## src/rtl/instr_fetch_stage.sv

```systemverilog
// Fetch stage: PC, synchronous instruction memory interface, prefetch buffer
// and the registered {PC_1, IR, branch_predict} triple handed to decode.
module instr_fetch_stage #(
  parameter int unsigned     PC_W     = 8,
  parameter int unsigned     IR_W     = 32,
  parameter int unsigned     DEPTH    = 2,
  parameter logic [PC_W-1:0] RESET_PC = '0,
  parameter logic [IR_W-1:0] NOP_IR   = '0
) (
  input  logic            CLK,
  input  logic            reset,
  input  logic            stall,
  input  logic            take_branch,
  input  logic [PC_W-1:0] BrA,
  output logic [PC_W-1:0] IM_addr,
  input  logic [IR_W-1:0] IM_data,
  output logic [PC_W-1:0] PC_1,
  output logic [IR_W-1:0] IR,
  output logic            branch_predict
);

  localparam int unsigned CNT_W = $clog2(DEPTH + 1);
  localparam int unsigned PTR_W = $clog2(DEPTH);

  logic [PC_W-1:0]  pc, pc_n;
  logic [PC_W-1:0]  inflight_pc, inflight_pc_n;
  logic             inflight, inflight_n;
  logic [CNT_W-1:0] count, count_n;
  logic [PTR_W-1:0] head, head_n, tail;
  logic [PC_W-1:0]  pc_1_n;
  logic [IR_W-1:0]  ir_n;
  logic             bp_n;
  logic             drain, issue_en, push, pop;
  logic [CNT_W:0]   occ_n;
  logic [PC_W-1:0]  ret_pc1;

  logic [PC_W-1:0]  buf_pc1 [DEPTH];
  logic [IR_W-1:0]  buf_ir  [DEPTH];

  assign IM_addr = pc;

  // Next-state: issue throttling, buffer bookkeeping and decode register load
  always_comb begin
    pc_n          = pc;
    inflight_pc_n = inflight_pc;
    head_n        = head;
    pc_1_n        = PC_1;
    ir_n          = IR;
    bp_n          = branch_predict;

    ret_pc1  = inflight_pc + PC_W'(1);
    drain    = ~stall & ((count != '0) | inflight);
    occ_n    = {1'b0, count} + (CNT_W+1)'(inflight) - (CNT_W+1)'(drain);
    issue_en = ~take_branch & (occ_n < (CNT_W+1)'(DEPTH));
    pop      = ~take_branch & ~stall & (count != '0);
    push     = ~take_branch & inflight & (stall | (count != '0));
    tail     = head + PTR_W'(count);

    inflight_n = issue_en;
    count_n    = take_branch ? '0 : CNT_W'(occ_n);

    if (issue_en) begin
      inflight_pc_n = pc;
      pc_n          = pc + PC_W'(1);
    end

    if (pop) head_n = head + PTR_W'(1);

    if (take_branch) begin
      // Redirect: word returning next cycle belongs to the wrong path
      pc_n   = BrA;
      head_n = '0;
      ir_n   = NOP_IR;
      bp_n   = 1'b0;
    end else if (!stall) begin
      if (count != '0) begin
        pc_1_n = buf_pc1[head];
        ir_n   = buf_ir[head];
        bp_n   = 1'b1;
      end else if (inflight) begin
        pc_1_n = ret_pc1;
        ir_n   = IM_data;
        bp_n   = 1'b1;
      end else begin
        ir_n = NOP_IR;
        bp_n = 1'b0;
      end
    end
  end

  // State and decode-facing output registers
  always_ff @(posedge CLK or posedge reset) begin
    if (reset) begin
      pc             <= RESET_PC;
      inflight_pc    <= '0;
      inflight       <= 1'b0;
      count          <= '0;
      head           <= '0;
      PC_1           <= '0;
      IR             <= NOP_IR;
      branch_predict <= 1'b0;
    end else begin
      pc             <= pc_n;
      inflight_pc    <= inflight_pc_n;
      inflight       <= inflight_n;
      count          <= count_n;
      head           <= head_n;
      PC_1           <= pc_1_n;
      IR             <= ir_n;
      branch_predict <= bp_n;
    end
  end

  // Prefetch buffer storage; returning word lands at the tail
  always_ff @(posedge CLK or posedge reset) begin
    if (reset) begin
      for (int i = 0; i < int'(DEPTH); i++) begin
        buf_pc1[i] <= '0;
        buf_ir[i]  <= '0;
      end
    end else if (push) begin
      buf_pc1[tail] <= ret_pc1;
      buf_ir[tail]  <= IM_data;
    end
  end

endmodule

```

## config.mk

```make
export PLATFORM = sky130hd
export DESIGN_NAME = instr_fetch_stage
export DESIGN_NICKNAME = d
export VERILOG_FILES = /design/src/rtl/instr_fetch_stage.sv
export SDC_FILE = /design/constraint.sdc
export NUM_CORES = 1
export LEC_CHECK = 0
export CELL_PAD_IN_SITES_DETAIL_PLACEMENT = 0
export CELL_PAD_IN_SITES_GLOBAL_PLACEMENT = 1
export CORE_ASPECT_RATIO = 0.6
export CORE_MARGIN = 2
export CORE_UTILIZATION = 45
export CTS_BUF_LIST = sky130_fd_sc_hd__clkbuf_8 sky130_fd_sc_hd__clkbuf_16
export CTS_CLUSTER_SIZE = 30
export DETAILED_ROUTE_END_ITERATION = 6
export GPL_TIMING_DRIVEN = 1
export PLACE_DENSITY_LB_ADDON = 0.08
export SYNTH_ARGS = -nofsm -noshare
export SYNTH_HDL_FRONTEND = slang
export SYNTH_SLANG_ARGS = --single-unit
```

## constraint.sdc

```tcl
create_clock -name CLK -period 12.1 [get_ports CLK]
set_input_delay 2.42 -clock CLK [delete_from_list [all_inputs] [get_ports CLK]]
set_output_delay 2.42 -clock CLK [all_outputs]
set_load 0.005 [all_outputs]
```

Word level (Yosys, flattened, before mapping)
Index checks and enable logic that the tools add are counted.
Word-level totals
  input port bits: 44
  memory bits (writable): 0
  word-level logic and storage cells: 68
  flip-flop bits (word level): 141
  memories: 0
  latch bits: 0
  memory bits (read-only): 0
Operators by class
  order comparisons: 4
  bitwise gates (word level): 12
  add/subtract/negate cells: 6
  mux-type cells: 27
  divide/modulo/power cells: 0
  $mul: 0
  equality and inequality tests: 1
  shifts and indexed selects: 0
  reductions and logical operators: 6
Operators with widths (number)
  $mux W32: 8
  $bwmux W64: 1
  $mux W8: 8
  $demux W32 S1: 1
  $add A8 B1 Y8 const B: 2
  $bwmux W16: 1
  $demux W8 S1: 1
  $reduce_bool A2 Y1: 4
  $and A1 B1 Y1: 6
  $mux W1: 6
  $ge A2 B2 Y1 const B: 2
  $not A1 Y2: 2
  $add A2 B1 Y3: 1
  $lt A3 B2 Y1 const B: 1
  $reduce_and A3 Y1: 1
  $sub A3 B1 Y3: 1
  $lt A2 B1 Y1 const B: 1
  $mux W2: 1
  $ne A2 B1 Y1 const B: 1
  $not A1 Y1: 2
  $or A1 B1 Y1: 2
  $add A1 B1 Y1: 1
  $add A1 B1 Y1 const B: 1
  $logic_and A1 B1 Y1: 1

Longest topological paths before layout
Gate-level depths: netlist of run 1.
  depth after elaboration: 8
  mapped depth: 12

Worst setup path after synthesis of run 1
OpenSTA, ideal clock, no wires.
  path kind: input to register
  from: in stall
  to: reg pc[7], in the netlist IM_addr[7]
  arrival: 4.437 ns
  cell stages on the path: 9
  setup slack: 7.539 ns
  path buffers: 1
  cells stage by stage: nor2_1 > ha_1 > inv_1 > ha_1 > fa_1 > clkbuf_1 > or3_1 > o31a_1 > o31a_1
Between the ends
  cells in the longest elaborated chain, start to end: 6
Ends and longest elaborated chain
  start, declared: RTL line 12  | input logic stall,
  $not A1 Y1 (no source line)
  $and A1 B1 Y1: RTL line 52  | drain = ~stall & ((count != '0) | inflight);
  $sub A3 B1 Y3: RTL line 53  | occ_n = {1'b0, count} + (CNT_W+1)'(inflight) - (CNT_W+1)'(drain);
  $lt A3 B2 Y1: RTL line 54  | issue_en = ~take_branch & (occ_n < (CNT_W+1)'(DEPTH));
  $and A1 B1 Y1: RTL line 54
  $reduce_bool A2 Y1 (no source line)
  end signal, assigned: RTL line 103  | pc <= pc_n;
  end, declared: RTL line 25  | logic [PC_W-1:0] pc, pc_n;
No other way between the ends.
A chain may end at the register's enable or synchronous reset.

Worst setup path after layout of run 1
Same ends and word-level chain as after synthesis.

==> results_dict.tcl, run 1 <==
set metrics [dict create \
    initial_core_util_pct 45.7 \
    powerDensity_nw_per_um2 247 \
    rows 33 \
    cts_buffers 17 \
    die_x_um 155 \
    ys_seq_area_share_pct 57.2 \
    worst-slew-pin-transition_ps 1020 \
    period_needed_ps 4910 \
    gp_congestion 0.761 \
    critPathCaptureType "flip-flop" \
    gr-max-usage-layer "met1" \
    fmaxAchievable_ghz 0.204 \
    clock_latency_ps 410 \
    totalWireLength_um 13500 \
    register_area_sq_um 3530 \
    ys_types 32 \
    drc 0 \
    die_y_um 94.7 \
    drv_cap 0 \
    syn_inst 477 \
    gr-total-overflow 0 \
    worstPathMaxFanout 8 \
    timing.critical_path.buf_inv 2 \
    grt_pass1_vias 4082 \
    hp-class "flip-flop to flip-flop" \
    synth_area_sq_um 6170 \
    grt_pass1_wl_um 21800 \
    wl_per_cell_um 17.9 \
    grt_use_met2_pct 27.7 \
    synth-seq-cells 141 \
    yosysWarnings 0 \
    syn_area_per_cell_sq_um 12.9 \
    critical-path-top-delay-family "adder cells" \
    rsz0062_at_grt "false" \
    synth_nets 526 \
    fin_worst_skew_ps 8.27 \
    fin_setup_tns_ps 0 \
    path_cells "clkdlybuf4s50_1, nor2_1, ha_1, inv_1, ha_1, fa_1, xnor2_1, or3_1, o31a_1, o31a_1" \
    leakage_nw 3.32 \
    cts_setup_buffers 0 \
    fin_nets 614 \
    via_count 4078 \
    drive_above_1_share_pct 22.5 \
    peakVddDrop_v 0.000106 \
    fin_crit_sh_pct 40.6 \
    antenna_found_initial 0 \
    gr-usage-met3_pct 5.46 \
    viasPerCell 5.42 \
    ctsHoldBuffers 0 \
    cts_buffer_depth 2 \
    die_area_sq_um 14700 \
    grt_max_degree 76 \
    cts_tree "built" \
    core_sq_um 13500 \
    finalMaxSlewViolations 0 \
    final_hold_viol_count 0 \
    cts.clk_slew.worst_paths_ps 60 \
    io_buffers 92 \
    cts-htree-levels 4 \
    max_stage_delay_ps 580 \
    critPathRequiredTime_ps 12400 \
    clock_sinks 141 \
    critPathKind "input pin to flip-flop" \
    firstDrtPassIters 5 \
    hpwl_um 8300 \
    critical_path.startpoint_type "input pin" \
    drtIter0Drc 172 \
    hold_ws_ps 485 \
    syn2layout_area_growth_pct 28.2 \
    io_pins 93 \
    arrival_ps 5210 \
    cts_root_buf "clkbuf_16" \
    maxSlewHeadroom_pct 31.7 \
    antenna_left 0 \
    met1_usage_pct 28.5 \
    crit_slowest_cell "clkdlybuf4s50_1" \
    multi_input_area_sq_um 2520 \
    postCtsResizedCells 0 \
    track_usage_pct 19.5 \
    fillCellCount 1102 \
    setup-violations-final 0 \
    run_status "complete, no violations" \
    antennaDiodeCount 0 \
]
## worst paths after layout
check	start	slack [ps]	cells after the start	end
min reg2reg	PC_1[2]$_DFFE_PP0P_	480	2	PC_1[2]$_DFFE_PP0P_
max	stall	7190	10	IM_addr[7]$_DFFE_PP0P_
max in group asynchronous	reset	8180	3	head$_DFFE_PP0P_
max reg2reg	count[1]$_DFF_PP0_	8800	11	IM_addr[7]$_DFFE_PP0P_
min	PC_1[2]$_DFFE_PP0P_	480	2	PC_1[2]$_DFFE_PP0P_
min in group asynchronous	reset	2490	2	IR[29]$_DFFE_PP0P_
## placed cells by master (no fill, tap or decap), types with 3 or more instances in the layout
cell               n
o21ai_0           16
dfrtp_1          140
inv_1              7
inv_6              3
nor2_1            42
clkinvlp_4         3
nand2b_1           3
or3_1              3
a221o_1           35
a21oi_1            4
mux2_2            84
mux2i_1           42
nand2_1           22
nand3_1            5
buf_4              5
ha_1               4
xnor2_1           10
nor3_1             6
xor2_1             3
clkbuf_16         17
clkdlybuf4s50_1   92
bufinv_16          4
## flip-flops by register name (all words and copies together), names as in the netlist, 2 cells and up
signal / count
buf_pc1: 16
PC_1: 8
count: 2
IR: 32
buf_ir: 64
inflight_pc: 8
IM_addr: 8
## cell type report
cell class	count	area share (%)
clock inverters	13	2.37
well taps	175	2.77
inverters	8	0.443
clock buffers	19	5.73
multi-input cells	300	31.9
repair buffers	97	12.1
flip-flops and latches	141	44.6
## layer usage
layer	vias up	share of wire, %
met5	-	0
met4	0	1.3
met3	15	4.6
met2	90	42
met1	2068	53
li1	1905	-
## worst min-delay path: stages (launching register included)
cell and delay, ps:
dfrtp_1 340, nand2_1 50, o21ai_0 60
## cells in the mapped netlist, drive strengths merged
library cell  instances  share of area [%]
a21oi                 6               0.49
nand2                22                1.3
a221o                35                5.7
nor2                 43                2.6
buf                  16                1.3
mux2                 86                 16
nor4                  2               0.20
or2                   1               0.10
or3                   3               0.30
nand4                 1               0.10
clkbuf               12               0.73
nand3                 5               0.41
nand2b                3               0.30
dfrtp               141                 57
mux2i                42                6.8
nor4b                 1               0.14
fa                    1               0.32
xnor2                10                1.4
o31a                  2               0.28
o211ai                1               0.12
o21ai                17                1.6
inv                   8               0.49
xor2                  3               0.43
ha                    4               0.81
and3                  1               0.10
nor3b                 1               0.12
nor2b                 3               0.30
nor3                  7               0.65
## power by group
group | switching, mW | internal (mW)
clock network | 0.202 | 0.357
registers | 0.126 | 0.672
logic | 0.252 | 0.346
total | 0.579 | 1.37
## cell families after synthesis
group	after synthesis	synth area share, %
adder cells (fa/ha/maj)	5	1.14
multiplexers	128	22.5
AND/OR/NAND/NOR	93	6.69
XOR/XNOR	13	1.85
AO/OA/AOI/OAI	61	8.13
flip-flops	141	57.2
buffers and inverters	36	2.47
## metrics by stage
step	area (sq um)	setup WS, ps	cells	power [mW]	utilization, %
4_1_cts	7910	7230	753	1.97	58.6
3_3_place_gp	7270	6850	721	1.38	53.8
6_report	7910	7190	753	1.95	58.6
5_1_grt	7910	7050	753	2.07	58.6
2_1_floorplan	6170	5900	477	1.17	-
3_5_place_dp	7270	6790	721	1.41	53.8
Power figures use the tool's default switching activity.
==> run 2, diff against run 1 <==
- CORE_UTILIZATION: 45 -> 44
- clock period: 12.1 -> 5.09 ns (I/O delays scaled with it)
==> results_dict.tcl, run 2 (synthesized netlist as in run 1, its figures left out) <==
set metrics [dict create \
    setup-violations-final 0 \
    drive_above_1_share_pct 22.9 \
    rows 33 \
    period_needed_ps 3490 \
    critPathCaptureType "flip-flop" \
    gp_congestion 0.743 \
    die_y_um 95.7 \
    clock_sinks 141 \
    dp_cells 742 \
    cts_root_buf "clkbuf_16" \
    io_buffers 92 \
    viasPerCell 5.34 \
    worst-slew-pin-transition_ps 1030 \
    drc 0 \
    fin_nets 618 \
    max_stage_delay_ps 580 \
    largest_reg_flops 64 \
    grt_pass1_vias 4188 \
    path_cells "clkdlybuf4s50_1, nor2_1, ha_1, inv_1, ha_1, fa_1, xnor2_1, or3_1, o31a_1, o31a_1" \
    io_pins 93 \
    cts-htree-levels 4 \
    worstHoldStart "PC_1[2]$_DFFE_PP0P_" \
    die_x_um 157 \
    r2r_setup_slack_ps 1830 \
    hp-class "flip-flop to flip-flop" \
    arrival_ps 3790 \
    critical_path.startpoint_type "input pin" \
    biggestRegsByFlops "buf_ir: 64 flops, IR: 32 flops, buf_pc1: 16 flops" \
    peakVddDrop_v 0.000227 \
    maxSlewHeadroom_pct 30.9 \
    crit_slowest_cell "clkdlybuf4s50_1" \
    cts_buffers 17 \
    rr_startpoint "count[1]$_DFF_PP0_" \
    antenna_left 0 \
    via_count 4132 \
    fin_crit_sh_pct 68.5 \
    initial_core_util_pct 45.1 \
    largest-register "buf_ir" \
    finalMaxSlewViolations 0 \
    fin_worst_skew_ps 8.77 \
    postCtsResizedCells 0 \
    wl_per_cell_um 17.8 \
    mostFrequentLayoutCells "dfrtp_1 (140), clkdlybuf4s50_1 (92), mux2_2 (84), nor2_1 (42), mux2i_1 (42)" \
    critPathKind "input pin to flip-flop" \
    hold_depth 2 \
    cts.clk_slew.worst_paths_ps 60 \
    core_sq_um 13700 \
    hpwl_um 8730 \
    syn2layout_area_growth_pct 28.7 \
    drtIter0Drc 207 \
    antennaDiodeCount 0 \
    firstDrtPassIters 4 \
    fin_setup_tns_ps 0 \
    critPathRequiredTime_ps 5400 \
    hold_end "PC_1[2]$_DFFE_PP0P_" \
    fmaxAchievable_ghz 0.287 \
    drv_cap 0 \
    cts_tree "built" \
    worstPathMaxFanout 8 \
    totalWireLength_um 13800 \
    track_usage_pct 20.1 \
    worstReg2RegEnd "IM_addr[7]$_DFFE_PP0P_" \
    powerDensity_nw_per_um2 583 \
    r2r_cells 11 \
    gr-total-overflow 0 \
    die_area_sq_um 15000 \
    layout_commonest_cell "dfrtp_1" \
    layout.cells.non_filler 774 \
    clock_latency_ps 420 \
    cts_setup_buffers 0 \
    antenna_found_initial 0 \
    rsz0062_at_grt "false" \
    cts_buffer_depth 2 \
    ctsHoldBuffers 0 \
    grt_pass1_wl_um 22800 \
    fillCellCount 1093 \
    leakage_nw 3.34 \
    grt_max_degree 62 \
    run_status "complete, no violations" \
    final_hold_viol_count 0 \
]
## run 2: routing by layer
layer	share of wire, %	global-route usage [%]	up-vias
met2	45	30.6	88
met3	3.9	4.10	18
met4	1.1	6.19	0
met5	0	0	-
li1	-	-	1908
met1	50	29.2	2118
## run 2: cell type report
cell class	count	area [sq um]	area share, %
clock inverter	15	196	2.47
sequential	141	3530	44.5
timing repair buffer	101	988	12.4
inverter	8	35.0	0.441
multi-input combinational	300	2520	31.8
tap	192	240	3.03
clock buffer	17	425	5.36
## run 2: worst max-delay path, delay by kind of cell
family | cells | cell delay (ps)
fa+ha+maj | 3 | 820
buf+inv | 2 | 620
compound gates | 2 | 560
simple gates | 2 | 510
xor+xnor | 1 | 260
## run 2: how the worst max path moves through the flow
stage / startpoint / endpoint / slack [ps]
after floorplan: reset / IM_addr[0]$_DFFE_PP0P_ / 290
after global placement: stall / IM_addr[7]$_DFFE_PP0P_ / 1240
after detailed placement: stall / IM_addr[7]$_DFFE_PP0P_ / 1190
after CTS: stall / IM_addr[7]$_DFFE_PP0P_ / 1620
after global routing: stall / inflight_pc[5]$_DFFE_PP0P_ / 1440
final: stall / IM_addr[7]$_DFFE_PP0P_ / 1600
## run 2: report_power, final
group	internal [mW]	leakage, nW	switching, mW
registers	1.60	1.77	0.300
clock network	0.820	0.301	0.485
logic	0.826	1.26	0.601
## run 2: stage by stage
| step | power (mW) | setup WS, ps | utilization [%] | hold slack, ps | area [sq um] |
|---|---|---|---|---|---|
| after detailed placement | 3.36 | 1190 | 53.5 | 473 | 7320 |
| after global routing | 4.94 | 1440 | 58.1 | 512 | 7940 |
| after CTS | 4.68 | 1620 | 58.1 | 487 | 7940 |
| after global placement | 3.30 | 1240 | 53.5 | 466 | 7320 |
| final | 4.63 | 1600 | 58.1 | 485 | 7940 |
| after floorplan | 2.79 | 291 | - | 457 | 6170 |
